$ cat src/rtl/spi_target_pkg.sv
// Shared types and SPI mode constants for the spi_target block.
package spi_target_pkg;

    typedef enum logic {
        IDLE   = 1'b0,
        ACTIVE = 1'b1
    } state_t;

    localparam logic SPI_CPOL = 1'b0;
    localparam logic SPI_CPHA = 1'b0;

endpackage

$ cat src/rtl/spi_target_sync.sv
// Multi-flop synchroniser followed by registered rise/fall detection.
module spi_target_sync #(
    parameter int STAGES = 2
) (
    input  logic clk,
    input  logic rst_n,
    input  logic din,
    output logic rise,
    output logic fall
);

    logic [STAGES-1:0] chain;
    logic              prev;
    logic              level;

    assign level = chain[STAGES-1];

    // Edge pulses are registered so downstream logic sees clean one-cycle strobes.
    always_ff @(posedge clk or negedge rst_n) begin
        if (!rst_n) begin
            chain <= '0;
            prev  <= 1'b0;
            rise  <= 1'b0;
            fall  <= 1'b0;
        end else begin
            chain <= (chain << 1) | STAGES'(din);
            prev  <= level;
            rise  <= level & ~prev;
            fall  <= ~level & prev;
        end
    end

endmodule

$ cat src/rtl/spi_target.sv
// SPI mode-0 target: synchronised pins, MSB-first word shifter and
// valid/ready handshakes for transmit and receive words.
module spi_target
    import spi_target_pkg::*;
#(
    parameter int DW          = 8,
    parameter int SYNC_STAGES = 2
) (
    input  logic          clk_i,
    input  logic          rst_ni,
    input  logic          sclk_i,
    input  logic          ss_ni,
    input  logic          sd_i,
    output logic          sd_o,
    output logic          sd_oe,
    input  logic [DW-1:0] tx_data_i,
    input  logic          tx_valid_i,
    output logic          tx_ready_o,
    output logic [DW-1:0] rx_data_o,
    output logic          rx_valid_o,
    input  logic          rx_ready_i,
    output logic          overrun_o,
    output logic          underrun_o
);

    localparam int            CW       = (DW > 1) ? $clog2(DW) : 1;
    localparam logic [CW-1:0] LAST_BIT = CW'(DW - 1);

    state_t                 state;
    logic [DW-1:0]          tx_hold;
    logic [DW-1:0]          tx_shift;
    logic [DW-1:0]          rx_shift;
    logic                   hold_full;
    logic                   word_end;
    logic                   word_done;
    logic [CW-1:0]          bit_cnt;
    logic [SYNC_STAGES-1:0] sd_sync;
    logic                   sd_bit;
    logic                   sclk_rise;
    logic                   sclk_fall;
    logic                   ss_rise;
    logic                   ss_fall;
    logic                   sample_edge;
    logic                   shift_edge;

    spi_target_sync #(.STAGES(SYNC_STAGES)) u_sclk_sync (
        .clk   (clk_i),
        .rst_n (rst_ni),
        .din   (sclk_i),
        .rise  (sclk_rise),
        .fall  (sclk_fall)
    );

    spi_target_sync #(.STAGES(SYNC_STAGES)) u_ss_sync (
        .clk   (clk_i),
        .rst_n (rst_ni),
        .din   (ss_ni),
        .rise  (ss_rise),
        .fall  (ss_fall)
    );

    always_ff @(posedge clk_i or negedge rst_ni) begin
        if (!rst_ni) sd_sync <= '0;
        else         sd_sync <= (sd_sync << 1) | SYNC_STAGES'(sd_i);
    end

    assign sd_bit      = sd_sync[SYNC_STAGES-1];
    assign sample_edge = (SPI_CPOL == SPI_CPHA) ? sclk_rise : sclk_fall;
    assign shift_edge  = (SPI_CPOL == SPI_CPHA) ? sclk_fall : sclk_rise;

    assign tx_ready_o = ~hold_full;
    assign sd_oe      = (state == ACTIVE);
    assign sd_o       = (state == ACTIVE) & tx_shift[DW-1];

    // A load with an empty holding register sends zeros; a same-cycle accept
    // still lands in the holding register because the load leaves it untouched.
    always_ff @(posedge clk_i or negedge rst_ni) begin
        if (!rst_ni) begin
            state      <= IDLE;
            tx_hold    <= '0;
            hold_full  <= 1'b0;
            tx_shift   <= '0;
            rx_shift   <= '0;
            bit_cnt    <= '0;
            word_end   <= 1'b0;
            word_done  <= 1'b0;
            rx_data_o  <= '0;
            rx_valid_o <= 1'b0;
            overrun_o  <= 1'b0;
            underrun_o <= 1'b0;
        end else begin
            underrun_o <= 1'b0;
            overrun_o  <= 1'b0;
            word_done  <= 1'b0;

            if (tx_valid_i && !hold_full) begin
                tx_hold   <= tx_data_i;
                hold_full <= 1'b1;
            end

            if (rx_valid_o && rx_ready_i) rx_valid_o <= 1'b0;

            if (word_done) begin
                if (rx_valid_o && !rx_ready_i) begin
                    overrun_o <= 1'b1;
                end else begin
                    rx_data_o  <= rx_shift;
                    rx_valid_o <= 1'b1;
                end
            end

            case (state)
                IDLE: begin
                    if (ss_fall) begin
                        state <= ACTIVE;
                        if (hold_full) begin
                            tx_shift  <= tx_hold;
                            hold_full <= 1'b0;
                        end else begin
                            tx_shift   <= '0;
                            underrun_o <= 1'b1;
                        end
                    end
                end
                ACTIVE: begin
                    if (ss_rise) begin
                        state    <= IDLE;
                        bit_cnt  <= '0;
                        word_end <= 1'b0;
                        rx_shift <= '0;
                    end else if (sample_edge) begin
                        rx_shift <= {rx_shift[DW-2:0], sd_bit};
                        if (bit_cnt == LAST_BIT) begin
                            bit_cnt   <= '0;
                            word_done <= 1'b1;
                            word_end  <= 1'b1;
                        end else begin
                            bit_cnt <= bit_cnt + 1'b1;
                        end
                    end else if (shift_edge) begin
                        if (word_end) begin
                            word_end <= 1'b0;
                            if (hold_full) begin
                                tx_shift  <= tx_hold;
                                hold_full <= 1'b0;
                            end else begin
                                tx_shift   <= '0;
                                underrun_o <= 1'b1;
                            end
                        end else begin
                            tx_shift <= tx_shift << 1;
                        end
                    end
                end
                default: state <= IDLE;
            endcase
        end
    end

endmodule

$ cat config.mk
export PLATFORM = sky130hd
export DESIGN_NAME = spi_target
export DESIGN_NICKNAME = d
export VERILOG_FILES = /design/src/rtl/spi_target_pkg.sv /design/src/rtl/spi_target_sync.sv /design/src/rtl/spi_target.sv
export SDC_FILE = /design/constraint.sdc
export NUM_CORES = 1
export LEC_CHECK = 0
export CAP_MARGIN = 20
export CORE_ASPECT_RATIO = 0.5
export CORE_MARGIN = 3
export CORE_UTILIZATION = 48
export CTS_CLUSTER_DIAMETER = 80
export CTS_CLUSTER_SIZE = 14
export DETAILED_ROUTE_END_ITERATION = 10
export MAX_ROUTING_LAYER = met4
export PLACE_DENSITY_LB_ADDON = 0.15
export SLEW_MARGIN = 20
export SYNTH_ARGS = -nofsm -noshare
export SYNTH_HDL_FRONTEND = slang
export SYNTH_HIERARCHICAL = 1
export SYNTH_SLANG_ARGS = --single-unit
$ cat constraint.sdc
create_clock -name clk_i -period 1.27 [get_ports clk_i]
set_input_delay 0.254 -clock clk_i [delete_from_list [all_inputs] [get_ports clk_i]]
set_output_delay 0.254 -clock clk_i [all_outputs]
set_load 0.02 [all_outputs]
==> results.json, run 1 <==
{
  "synthSimpleGateAreaFrac": 0.108,
  "synth_compound_area_frac": 0.103,
  "crit_buf_inv": 1,
  "powerDensity_nw_per_um2": 2060,
  "drt_iter0_drc": 21,
  "ant_nets": 0,
  "crit_chain": "buf_6, and4bb_4, nor2_8, mux2_4",
  "synth.mux.area_fraction": 0.123,
  "violations": "negative setup slack",
  "vias": 1435,
  "hold_violations": 0,
  "postPlaceCellArea_um2": 2640,
  "setup_violations": 8,
  "min_period_ns": 1.42,
  "nNetsFinal": 235,
  "clock_latency_ns": 0.31,
  "synth_cell_types": 25,
  "fp.dieW_um": 102,
  "ff2ff_path_depth": 4,
  "wl_met3_um": 202,
  "worstReg2RegStart": "sd_oe",
  "gr-total-overflow": 0,
  "power.leakage_nw": 1.38,
  "dp_cells": 260,
  "clock_path_buffers": 2,
  "r2r_setup_slack_ns": -0.15,
  "worst_hold_path_type": "reg2reg",
  "place_hpwl_um": 2620,
  "hold_ws_ns": 0.359,
  "layout_common_cells": "dfrtp_1, mux2_2, inv_1, clkdlybuf4s50_1, buf_4",
  "fin_crit_sh": 1.12,
  "htreeDepth": 2,
  "dr.pass1.iters": 4,
  "dr_wl_met2_um": 1900,
  "stdcell_count": 273,
  "min_from": "sd_sync[0]",
  "row_count": 16,
  "synth_top_family_by_area": "multiplexers",
  "wl_um": 4050,
  "synthArstFlopShare": 1.00,
  "synth_edf_count": 0,
  "max_freq_mhz": 702,
  "slew_headroom": 0.813,
  "vdd_drop_max_mv": 0.922,
  "whs_path_depth": 0,
  "ys_ff_latch": 54,
  "antenna_found_initial": 0,
  "syn_avg_cell_area_um2": 12.8,
  "io_buffers": 28,
  "die_area_um2": 5460,
  "report.final.slew_viol_count": 0,
  "status": "finished, violations left",
  "top_layer": "met4",
  "synth_nets": 188,
  "numCtsBuffers": 5,
  "clkSinkCount": 54,
  "final_common_cell": "dfrtp_1",
  "initial_core_util": 0.529,
  "wl_per_cell_um": 14.8,
  "routed_via_density": 5.26,
  "core_um2": 4140,
  "rsz0062_at_grt": "true",
  "ys_warn_count": 6,
  "critical-path-slowest-cell": "dfrtp_2",
  "grt_start_max_net_pins": 55,
  "worst_r2r_endpoint": "tx_shift[7]",
  "netlist_instances": 171,
  "io_pins": 29,
  "grtUsageTotal": 0.163,
  "slowest_delay_ns": 0.43,
  "synthToLayoutAreaGrowth_pct": 31.0,
  "synth_ff_type": "dfrtp_1",
  "min_to": "sd_sync[1]",
  "crit_path_max_fanout": 8,
  "syn_area_um2": 2190,
  "setup_tns_ns": -1.21,
  "critPathRequiredTime_ns": 1.47,
  "max-cap-violations": 0,
  "ys_seq_area_frac": 0.616,
  "fin_area_um2": 2870,
  "drive_above_1_share": 0.374,
  "critPathLaunchType": "flip-flop",
  "critical-path-top-delay-family": "flip-flops",
  "cts-root-buf": "clkbuf_8",
  "diodes": 0,
  "route.detailed.drc": 0,
  "grt_first_pass_wirelength_um": 6540,
  "total_power_w": 0.00591,
  "cp-end-kind": "flip-flop",
  "grt_pass1_vias": 1402,
  "worstPathArrival_ns": 1.62,
  "fin_skew_ns": 0.00728,
  "worst_pin_slew_ns": 0.281,
  "clkTransAtPathRegs_ns": 0.09,
  "synth_fa_ha_area_frac": 0.0114,
  "synthXorXnorAreaFrac": 0,
  "wl_met1_um": 1890,
  "cts_tree": "yes",
  "gp_congestion": 0.764,
  "die_y_um": 53.8,
  "critPathKind": "reg2reg",
  "fin_ws_ns": -0.155
}
registers in the layout, summed over array words and instances (netlist names):
name	flops
u_ss_sync/chain	2
underrun_o	1
tx_hold	8
u_ss_sync/rise	1
sd_sync	2
bit_cnt	3
rx_valid_o	1
u_sclk_sync/fall	1
tx_shift	8
hold_full	1
rx_shift	8
u_sclk_sync/prev	1
u_ss_sync/prev	1
word_done	1
sd_oe	1
word_end	1
u_ss_sync/fall	1
overrun_o	1
u_sclk_sync/rise	1
rx_data_o	8
u_sclk_sync/chain	2
logic make-up (layout without fill, tap and decap cells):
kind of cell	after synthesis	count (layout)
flip-flops	54	54
multiplexers	24	24
buffers and inverters	21	68
AO/OA/AOI/OAI	33	33
AND/OR/NAND/NOR	37	38
adder cells (fa/ha/maj)	2	2
cell usage after synthesis (all sizes together), types with 2 or more instances:
library cell,number,area [um2]
mux2,24,270
o21ai,8,40.0
inv,13,48.8
and2b,4,32.5
buf,3,15.0
nor2,5,35.0
nand2b,2,12.5
and2,2,12.5
a2bb2oi,10,87.6
nand2,10,37.5
ha,2,25.0
clkbuf,5,18.8
nor2b,4,25.0
o22ai,11,68.8
dfrtp,54,1350
nand3b,7,52.6
final cells by class:
class	instances	area, um2
fillers	287	1270
repair buffers	47	418
multi-input cells	97	876
flip-flops and latches	54	1350
inverters	13	48.8
clock inverters	3	40.0
clock buffers	5	68.8
well taps	54	67.6
timing repair:
| action | CTS | global route |
|---|---|---|
| setup buffers | 2 | 1 |
| pin swaps | 1 | 1 |
| cloned | 0 | 1 |
| hold buffers | 1 | 0 |
| endpoints found under the hold margin | 54 | 0 |
| endpoints found under the setup margin | 36 | 30 |
| resized for setup | 43 | 30 |
per-stage QoR:
| stage | setup WS [ns] | utilization |
|---|---|---|
| final | -0.155 | 0.693 |
| after global routing | -0.185 | 0.693 |
| after CTS | -0.146 | 0.678 |
| after detailed placement | -0.228 | 0.637 |
| after global placement | -0.197 | 0.637 |
| after floorplan | -0.0385 | - |
worst max path at each step:
stage / slack (ns) / depth (start not counted) / start / to
2_1_floorplan: -0.04 / 3 / sd_oe / tx_shift[0]
3_3_place_gp: -0.20 / 5 / rx_ready_i / rx_data_o[0]
3_5_place_dp: -0.23 / 5 / rx_ready_i / rx_data_o[6]
4_1_cts: -0.15 / 4 / sd_oe / tx_shift[7]
5_1_grt: -0.19 / 4 / sd_oe / tx_shift[5]
6_report: -0.15 / 4 / sd_oe / tx_shift[7]
report_power, final:
group / leakage (nW) / total [W] / internal, W / switching, W
combinational: 0.654 / 0.00212 / 0.00118 / 0.000941
sequential: 0.669 / 0.00266 / 0.00229 / 0.000372
clock: 0.0579 / 0.00113 / 0.000581 / 0.000547
total: 1.38 / 0.00591 / 0.00405 / 0.00186
layer usage:
layer	track usage	vias to the layer above
li1	-	682
met1	0.207	706
met2	0.254	39
met3	0.0427	8
met4	0.0618	0
met5	-	-
No activity file was read; power rests on OpenSTA's default activity.
==> inputs of run 2 (changes only) <==
--- a/config.mk
+++ b/config.mk
@@ -13,7 +13,7 @@
 export CTS_CLUSTER_SIZE = 14
 export DETAILED_ROUTE_END_ITERATION = 10
 export MAX_ROUTING_LAYER = met4
-export PLACE_DENSITY_LB_ADDON = 0.15
+export PLACE_DENSITY_LB_ADDON = 0.3
 export SLEW_MARGIN = 20
 export SYNTH_ARGS = -nofsm -noshare
 export SYNTH_HDL_FRONTEND = slang
==> constraint.sdc (replaced) <==
create_clock -name clk_i -period 1.25 [get_ports clk_i]
set_input_delay 0.1875 -clock clk_i [delete_from_list [all_inputs] [get_ports clk_i]]
set_output_delay 0.1875 -clock clk_i [all_outputs]
set_load 0.02 [all_outputs]
==> run 2 against run 1 <==
The flow still finishes with violations (negative setup slack). First-iteration DRC count increased by 100%. Cell count decreased by 1.1%. Combinational power decreased by 3%. Final area decreased by 0.35%. Hold slack got worse by 0.052 ns. Sequential share of layout area increased by 0.16 points. Register-to-register slack improved by 0.02 ns. Sequential power about the same. Utilization decreased by 0.24 points. Wire length increased by 1.7%. Via count decreased by 0.56%. Critical path depth decreased by 1.
==> results.json, run 2 (synthesized netlist as in run 1, its figures left out) <==
{
  "status": "finished, violations left",
  "violations": "negative setup slack",
  "grt_pass1_vias": 1455,
  "report.final.slew_viol_count": 0,
  "stdcell_count": 270,
  "route.detailed.drc": 0,
  "drive_above_1_share": 0.319,
  "powerDensity_nw_per_um2": 2160,
  "io_buffers": 28,
  "core_um2": 4140,
  "final_common_cell": "dfrtp_1",
  "wl_um": 4120,
  "critPathLaunchType": "flip-flop",
  "row_count": 16,
  "die_y_um": 53.8,
  "fin_ws_ns": -0.134,
  "htreeDepth": 2,
  "fp.dieW_um": 102,
  "fin_skew_ns": 0.00974,
  "die_area_um2": 5460,
  "max_freq_mhz": 722,
  "worstSetupStartpoint": "sd_oe",
  "grt_start_max_net_pins": 23,
  "cts-root-buf": "clkbuf_8",
  "dp_cells": 258,
  "grt_first_pass_wirelength_um": 6850,
  "worst_hold_path_type": "in2reg",
  "slew_headroom": 0.699,
  "worstPathArrival_ns": 1.58,
  "power.leakage_nw": 1.40,
  "grtUsageTotal": 0.174,
  "hold_violations": 0,
  "vias": 1427,
  "postLayoutCoreUtil": 0.691,
  "routed_via_density": 5.29,
  "vdd_drop_max_mv": 0.946,
  "critPathKind": "reg2reg",
  "setup_violations": 10,
  "max-cap-violations": 0,
  "antenna_found_initial": 0,
  "clock_path_buffers": 2,
  "ant_nets": 0,
  "nNetsFinal": 232,
  "gp_congestion": 0.757,
  "layout_common_cells": "dfrtp_1, mux2_2, inv_1, clkdlybuf4s50_1, buf_4",
  "numCtsBuffers": 5,
  "r2r_setup_slack_ns": -0.13,
  "fin_crit_sh": 1.11,
  "worstReg2RegStart": "sd_oe",
  "critPathRequiredTime_ns": 1.45,
  "clock_latency_ns": 0.31,
  "clkSinkCount": 54,
  "worst_pin_slew_ns": 0.451,
  "cts_tree": "yes",
  "synthToLayoutAreaGrowth_pct": 30.5,
  "initial_core_util": 0.529,
  "io_pins": 29,
  "gr-total-overflow": 0,
  "min_from": "sd_i",
  "cp-end-kind": "flip-flop",
  "total_power_w": 0.00617,
  "dr.pass1.iters": 6,
  "diodes": 0,
  "min_period_ns": 1.38,
  "crit_path_max_fanout": 8,
  "drt_iter0_drc": 42,
  "clkTransAtPathRegs_ns": 0.10,
  "setup_tns_ns": -1.17,
  "wl_per_cell_um": 15.3,
  "place_hpwl_um": 2660,
  "rsz0062_at_grt": "true"
}
==> run 2: what timing repair did <==
action | CTS | global route
setup buffers | 1 | 1
hold buffers | 1 | 0
gates cloned | 0 | 1
pin swaps | 2 | 3
setup endpoints to repair | 34 | 27
endpoints found under the hold margin | 13 | 0
gates resized for setup | 36 | 13
==> run 2: power by group <==
group	leakage, nW	switching [W]	total (W)	internal (W)
clock	0.0714	0.000567	0.00142	0.000854
combinational	0.657	0.000927	0.00206	0.00114
sequential	0.669	0.000368	0.00269	0.00232
total	1.40	0.00186	0.00617	0.00431
==> run 2: worst paths after layout <==
path,end,depth (start not counted)
worst max-delay path,tx_shift[3],3
worst min-delay path,sd_sync[0],1
worst max register to register,tx_shift[3],3
max in group asynchronous,u_sclk_sync/prev,3
worst min register to register,u_ss_sync/chain[1],0
min in group asynchronous,word_end,2
==> run 2: routing by layer <==
layer	global-route usage	share of wire	vias up
li1	-	-	680
met1	0.214	0.49	710
met2	0.271	0.46	28
met3	0.0427	0.035	9
met4	0.0949	0.019	0
met5	-	0	-
==> run 2: worst max-delay path, cell delays in order (launching register included) <==
cell,delay [ns]
dfrtp_2,0.47
and4bb_4,0.25
nor2_8,0.22
mux2_4,0.32
==> run 2: metrics by stage <==
step           setup WS (ns)  hold slack, ns  instance area [um2]
2_1_floorplan        -0.0585          -0.108                 2190
3_3_place_gp          -0.214           0.142                 2630
3_5_place_dp          -0.276           0.153                 2630
4_1_cts               -0.181           0.295                 2820
5_1_grt               -0.174           0.294                 2860
6_report              -0.134           0.307                 2860
==> run 2: area by class of cell <==
type | instances | area, um2
clock buffer | 6 | 82.6
clock inverter | 2 | 60.1
fill | 300 | 1280
inverter | 13 | 48.8
multi-input combinational | 97 | 845
sequential | 54 | 1350
tap | 54 | 67.6
timing repair buffer | 44 | 405
==> inputs of run 3 (changes only) <==
--- a/config.mk
+++ b/config.mk
@@ -14,7 +14,7 @@
 export DETAILED_ROUTE_END_ITERATION = 10
 export MAX_ROUTING_LAYER = met4
 export PLACE_DENSITY_LB_ADDON = 0.3
-export SLEW_MARGIN = 20
+export SLEW_MARGIN = 10
 export SYNTH_ARGS = -nofsm -noshare
 export SYNTH_HDL_FRONTEND = slang
 export SYNTH_HIERARCHICAL = 1
==> results of run 3 <==
The final DEF is identical to that of run 2; final timing and power are the same.
